[src/rtl/riscv_irq_source_arbiter.sv]
// riscv_irq_source_arbiter
//   Event-unit side of the core interrupt interface. Captures 32 interrupt
//   event lines (edge or level) plus software set pulses into a pending
//   register. Selects the highest-index unmasked pending source and presents
//   irq/id/sec to the core. Clears the pending bit named by the core's ack.
//   After an ack, a hold-off window keeps the request low so the core can
//   return to idle.
//
// Parameters
//   ACK_HOLDOFF  cycles the request is held low after an ack (1..15)
//   EDGE_TRIG    1: rising edge of a line sets pending, 0: line level sets it
//
// Ports
//   clk, rst_n        clock, synchronous active-low reset
//   irq_lines_i[31:0] interrupt event lines, bit n = source id n
//   sw_set_i[31:0]    software set, bit n sets pending[n]
//   irq_mask_i[31:0]  1 = source may raise a request
//   irq_sec_mask_i    1 = source is secure (drives irq_sec_o)
//   irq_o             interrupt request to core
//   irq_id_o[4:0]     id of the requested source
//   irq_sec_o         secure bit of the requested source
//   irq_ack_i         single-cycle ack from core
//   irq_ack_id_i[4:0] id being acknowledged
//   pending_o[31:0]   current pending register
//   ack_err_o         one-cycle pulse: ack of an id that was not pending
module riscv_irq_source_arbiter #(
  parameter int ACK_HOLDOFF = 2,
  parameter bit EDGE_TRIG   = 1'b1
) (
  input  logic        clk,
  input  logic        rst_n,
  input  logic [31:0] irq_lines_i,
  input  logic [31:0] sw_set_i,
  input  logic [31:0] irq_mask_i,
  input  logic [31:0] irq_sec_mask_i,
  output logic        irq_o,
  output logic [4:0]  irq_id_o,
  output logic        irq_sec_o,
  input  logic        irq_ack_i,
  input  logic [4:0]  irq_ack_id_i,
  output logic [31:0] pending_o,
  output logic        ack_err_o
);

  typedef enum logic [1:0] {IDLE, REQ, HOLD} state_t;

  state_t      state;
  logic [3:0]  cnt;
  logic [31:0] line_p0;
  logic [31:0] pending;

  logic [31:0] ev;
  logic [31:0] ack_clr;
  logic [31:0] pending_next;
  logic [31:0] req_vec;
  logic [4:0]  winner;

  // Highest set index wins; the loop lets later (higher) bits overwrite.
  function automatic logic [4:0] pick_highest(input logic [31:0] v);
    logic [4:0] w;
    w = '0;
    for (int i = 0; i < 32; i++) begin
      if (v[i]) w = 5'(i);
    end
    return w;
  endfunction

  // Capture stage: events OR'd in after the ack clear so a same-cycle
  // set and ack on one bit leaves the bit pending.
  always_comb begin
    ev = '0;
    if (EDGE_TRIG) ev = irq_lines_i & ~line_p0;
    else           ev = irq_lines_i;
    ev = ev | sw_set_i;
    ack_clr = '0;
    if (irq_ack_i) ack_clr[irq_ack_id_i] = 1'b1;
    pending_next = (pending & ~ack_clr) | ev;
  end

  // Arbitration stage: from the registered pending and the live mask.
  assign req_vec = pending & irq_mask_i;
  assign winner  = pick_highest(req_vec);

  assign pending_o = pending;

  always_ff @(posedge clk) begin
    if (!rst_n) begin
      pending   <= '0;
      line_p0   <= '0;
      state     <= IDLE;
      cnt       <= '0;
      irq_o     <= 1'b0;
      irq_id_o  <= '0;
      irq_sec_o <= 1'b0;
      ack_err_o <= 1'b0;
    end else begin
      pending   <= pending_next;
      line_p0   <= irq_lines_i;
      // Error is judged on the pending bit before this cycle's clear.
      ack_err_o <= irq_ack_i & ~pending[irq_ack_id_i];

      // Request stage
      case (state)
        IDLE: begin
          if (|req_vec) begin
            state     <= REQ;
            irq_o     <= 1'b1;
            irq_id_o  <= winner;
            irq_sec_o <= irq_sec_mask_i[winner];
          end
        end
        REQ: begin
          if (irq_ack_i) begin
            state <= HOLD;
            cnt   <= 4'(ACK_HOLDOFF - 1);
            irq_o <= 1'b0;
          end else if (req_vec == '0) begin
            // Id/sec are left as they were; only the request drops.
            state <= IDLE;
            irq_o <= 1'b0;
          end else begin
            // Reloaded every cycle so a higher source preempts before ack.
            irq_id_o  <= winner;
            irq_sec_o <= irq_sec_mask_i[winner];
          end
        end
        HOLD: begin
          irq_o <= 1'b0;
          if (cnt == 4'd0) state <= IDLE;
          else             cnt   <= cnt - 4'd1;
        end
        default: begin
          state <= IDLE;
          irq_o <= 1'b0;
        end
      endcase
    end
  end

endmodule
[config.mk]
export PLATFORM = sky130hd
export DESIGN_NAME = riscv_irq_source_arbiter
export DESIGN_NICKNAME = d
export VERILOG_FILES = /design/src/rtl/riscv_irq_source_arbiter.sv
export SDC_FILE = /design/constraint.sdc
export NUM_CORES = 1
export LEC_CHECK = 0
export BUFFER_PORTS_ARGS = -buffer_cell sky130_fd_sc_hd__buf_2
export CORE_MARGIN = 4
export CORE_UTILIZATION = 45
export DETAILED_ROUTE_END_ITERATION = 8
export GPL_ROUTABILITY_DRIVEN = 1
export PLACE_DENSITY = 0.75
export SETUP_SLACK_MARGIN = 0.05
export SLEW_MARGIN = 30
export SYNTH_ARGS = -nofsm -noshare
export SYNTH_HDL_FRONTEND = slang
export SYNTH_SLANG_ARGS = --single-unit
[constraint.sdc]
create_clock -name clk -period 4.91 [get_ports clk]
set_clock_uncertainty 0.05 [all_clocks]
set_input_delay 0.982 -clock clk [delete_from_list [all_inputs] [get_ports clk]]
set_output_delay 0.982 -clock clk [all_outputs]
set_load 0.02 [all_outputs]
==> results.yml <==
outcome:
  run_status: "complete, no violations"
global_route:
  antenna_found_initial: 0
  grt-ovfl-total: 0
  grt_pass1_vias: 4049
  grt_max_degree: 38
  grt_pass1_wl_mm: 19.25
  grt_util_all_layers_pct: 24.15
clocking:
  cts_sinks: 78
  clk_latency_ps: 350
  cts_made_buffers: 9
  htree_levels: 3
  cts-root-buf: "clkbuf_8"
  clk_pin_slew_ps: 90
  cts_tree: "yes"
  cts.path.max_buffers: 2
  cts_setup_buffers: 0
  cts-resized-gates: 0
  ctsHoldBuffers: 0
worst_hold_path:
  hold_depth: 1
  hp-start: "cnt[0]$_SDFFE_PN0P_"
  worstHoldPathType: "flip-flop to flip-flop"
place:
  dp_hpwl_mm: 9.721
  placed_cells: 711
  placed_area_mm2: 0.004862
  place_congestion: 0.9128
  portBuffers: 175
routing:
  wl_met1_mm: 5.036
  route.top_layer_used: "met4"
  drtIter0Drc: 161
  wire_per_inst_um: 17.09
  dr_wl_met2_mm: 6.234
  wl_met3_um: 784
  via_count: 4099
  ant_nets: 0
  drc: 0
  dr.pass1.iters: 5
  drt-total-wl_mm: 12.42
  routed_via_density: 5.638
synthesis:
  synth.area.top_cells: "dfxtp_1, a21oi_1, and2_1, o21ai_0, mux4_1"
  synth_ff_type: "dfxtp_1"
  synthMostInstantiatedCell: "dfxtp_1"
  syn-cell-area_mm2: 0.003904
  synth_common_cells: "dfxtp_1, a21oi_1, inv_1, o21ai_0, and2_1"
  syn_inst: 444
  synth_top_area_share_pct: 40.00
  ys_ff_latch: 78
  ys_warn_count: 0
  avgSynthCellArea_um2: 8.792
  synth_edf_count: 0
  syn-num-nets: 581
  ys_seq_area_share_pct: 40.00
  yosys.area.top_type: "dfxtp_1"
  ys_types: 56
  async_flop_share_pct: 0
layout:
  final_area_mm2: 0.005077
  drive_gt1_share_pct: 34.57
  synthToLayoutAreaGrowth_pct: 30.06
  num_antenna_cells: 0
  final_cells: 727
  fin_nets: 754
run:
  max-cap-violations: 0
critical_path:
  path_cells: "buf_2 -> a22oi_1 -> nand3_1 -> nor3_1 -> nand2_1 -> nor4_2 -> nor3b_2 -> o311ai_1 -> o31ai_2"
  crit_path_top_delay_cell: "nor4_2"
  rr_worst_depth: 8
  cp_top_family: "simple AND/OR/NAND/NOR gates"
  worstPathArrival_ps: 3260
  cp_num_buf_inv: 1
  worst_setup_path_start_kind: "input port"
  path_class: "input port to flip-flop"
  endpoint_kind: "flip-flop"
  crit_cells: 9
  r2r_slack_ps: 2200
  worstReg2RegStart: "pending_o[11]$_SDFF_PN0_"
  crit_start: "irq_mask_i[18]"
  cp_slowest_stage_delay_ps: 580
  critPathMaxFanout: 6
  crit_end: "irq_sec_o$_SDFFE_PN0P_"
  crit_required_ps: 5100
  r2r_end: "irq_sec_o$_SDFFE_PN0P_"
power_and_ir_drop:
  p_per_area_mw_per_mm2: 314.0
  swShare_pct: 30.39
  peakVddDrop_mv: 0.1860
  pwr-share-seq_pct: 44.8
  clkPwrFrac_pct: 32.4
  p_switching_w: 0.0004845
  leakage_nw: 2.351
  combPwrFrac_pct: 22.8
  internal_power_w: 0.001110
timing:
  tightest_slew_ps: 624.7
  setup_viol_count_final: 0
  period_minus_slack_ps: 3073
  hold_viol: 0
  max_freq_ghz: 0.3254
  slew_violations: 0
  final.period_utilization_pct: 62.60
  rsz0062_at_grt: "false"
  max-slew-margin-rel_pct: 58.10
  finalSetupTns_ps: 0
floorplanning:
  die_h_um: 101.1
  coreArea_mm2: 0.008341
  initial_core_util_pct: 46.80
  die_w_um: 101.1
  dieArea_mm2: 0.01023
  io_pins: 176
  num_rows: 33
worst reg2reg max path: cells and delay by family (launching register included):
family	cells	cell delay [ps]
mux	2	700
simple gates	1	140
flops	1	360
compound gates	5	1360
cell usage in the layout, fill, tap and decap left out, types with 8 or more instances in the layout:
| cell | instances |
|---|---|
| o21ai_0 | 38 |
| nor2_1 | 18 |
| clkbuf_8 | 11 |
| dfxtp_1 | 78 |
| mux2i_1 | 8 |
| and2_1 | 34 |
| inv_1 | 38 |
| a21oi_1 | 73 |
| nand3_1 | 12 |
| nand2_1 | 31 |
| buf_2 | 175 |
| nand3b_1 | 8 |
state kept, by name (all words and copies together) (netlist names):
register,flops
irq_id_o,5
irq_o,1
ack_err_o,1
cnt,4
line_p0,32
pending_o,32
irq_sec_o,1
state,2
metal layers:
layer | track usage, % | vias to the layer above
met2 | 41.80 | 172
met3 | 4.270 | 34
met5 | 0 | -
li1 | - | 1967
met4 | 10.74 | 0
met1 | 29.29 | 1926
layout make-up:
type,count,area (um^2)
Inverter,39,146.4
Tap cell,105,131.4
Fill cell,762,3263
Sequential cell,78,1562
Clock buffer,11,151.4
Timing Repair Buffer,176,883.3
Clock inverter,5,63.81
Multi-Input combinational cell,313,2140
power groups by stage:
stage          clock network [W]  registers, W  logic (W)
3_5_place_dp                   0      0.000728   0.000360
6_report                0.000517      0.000715   0.000363
5_1_grt                 0.000555      0.000721   0.000399
3_3_place_gp                   0      0.000725   0.000353
2_1_floorplan                  0      0.000754   0.000192
4_1_cts                 0.000528      0.000714   0.000362
worst min path at each step:
stage	to	slack [ps]
global placement	cnt[0]$_SDFFE_PN0P_	400
finish	cnt[0]$_SDFFE_PN0P_	430
detailed placement	cnt[0]$_SDFFE_PN0P_	400
CTS	cnt[0]$_SDFFE_PN0P_	420
global route	cnt[0]$_SDFFE_PN0P_	450
floorplan	cnt[0]$_SDFFE_PN0P_	380
cells by family (layout without fill, tap and decap cells):
family | Yosys count | after routing | share of synthesized area (%)
muxes | 22 | 22 | 10.80
and+or+nand+nor | 126 | 126 | 17.66
buffers and inverters | 53 | 231 | 5.192
DFF | 78 | 78 | 40.00
AOI/OAI and AO/OA | 162 | 162 | 25.58
xor gates and xnor gates | 2 | 2 | 0.4488
adders and majority gates | 1 | 1 | 0.3205
stage by stage:
stage	hold slack [ps]	setup slack, ps	power (W)	util, %
6_report	428.6	1837	0.001594	60.88
5_1_grt	451.1	1608	0.001674	60.88
4_1_cts	422.6	1857	0.001603	60.88
3_5_place_dp	403.9	1481	0.001088	58.30
3_3_place_gp	403.4	1528	0.001079	58.30
2_1_floorplan	384.3	1839	0.0009456	-
Note: power is estimated with default switching activity, not from simulation.
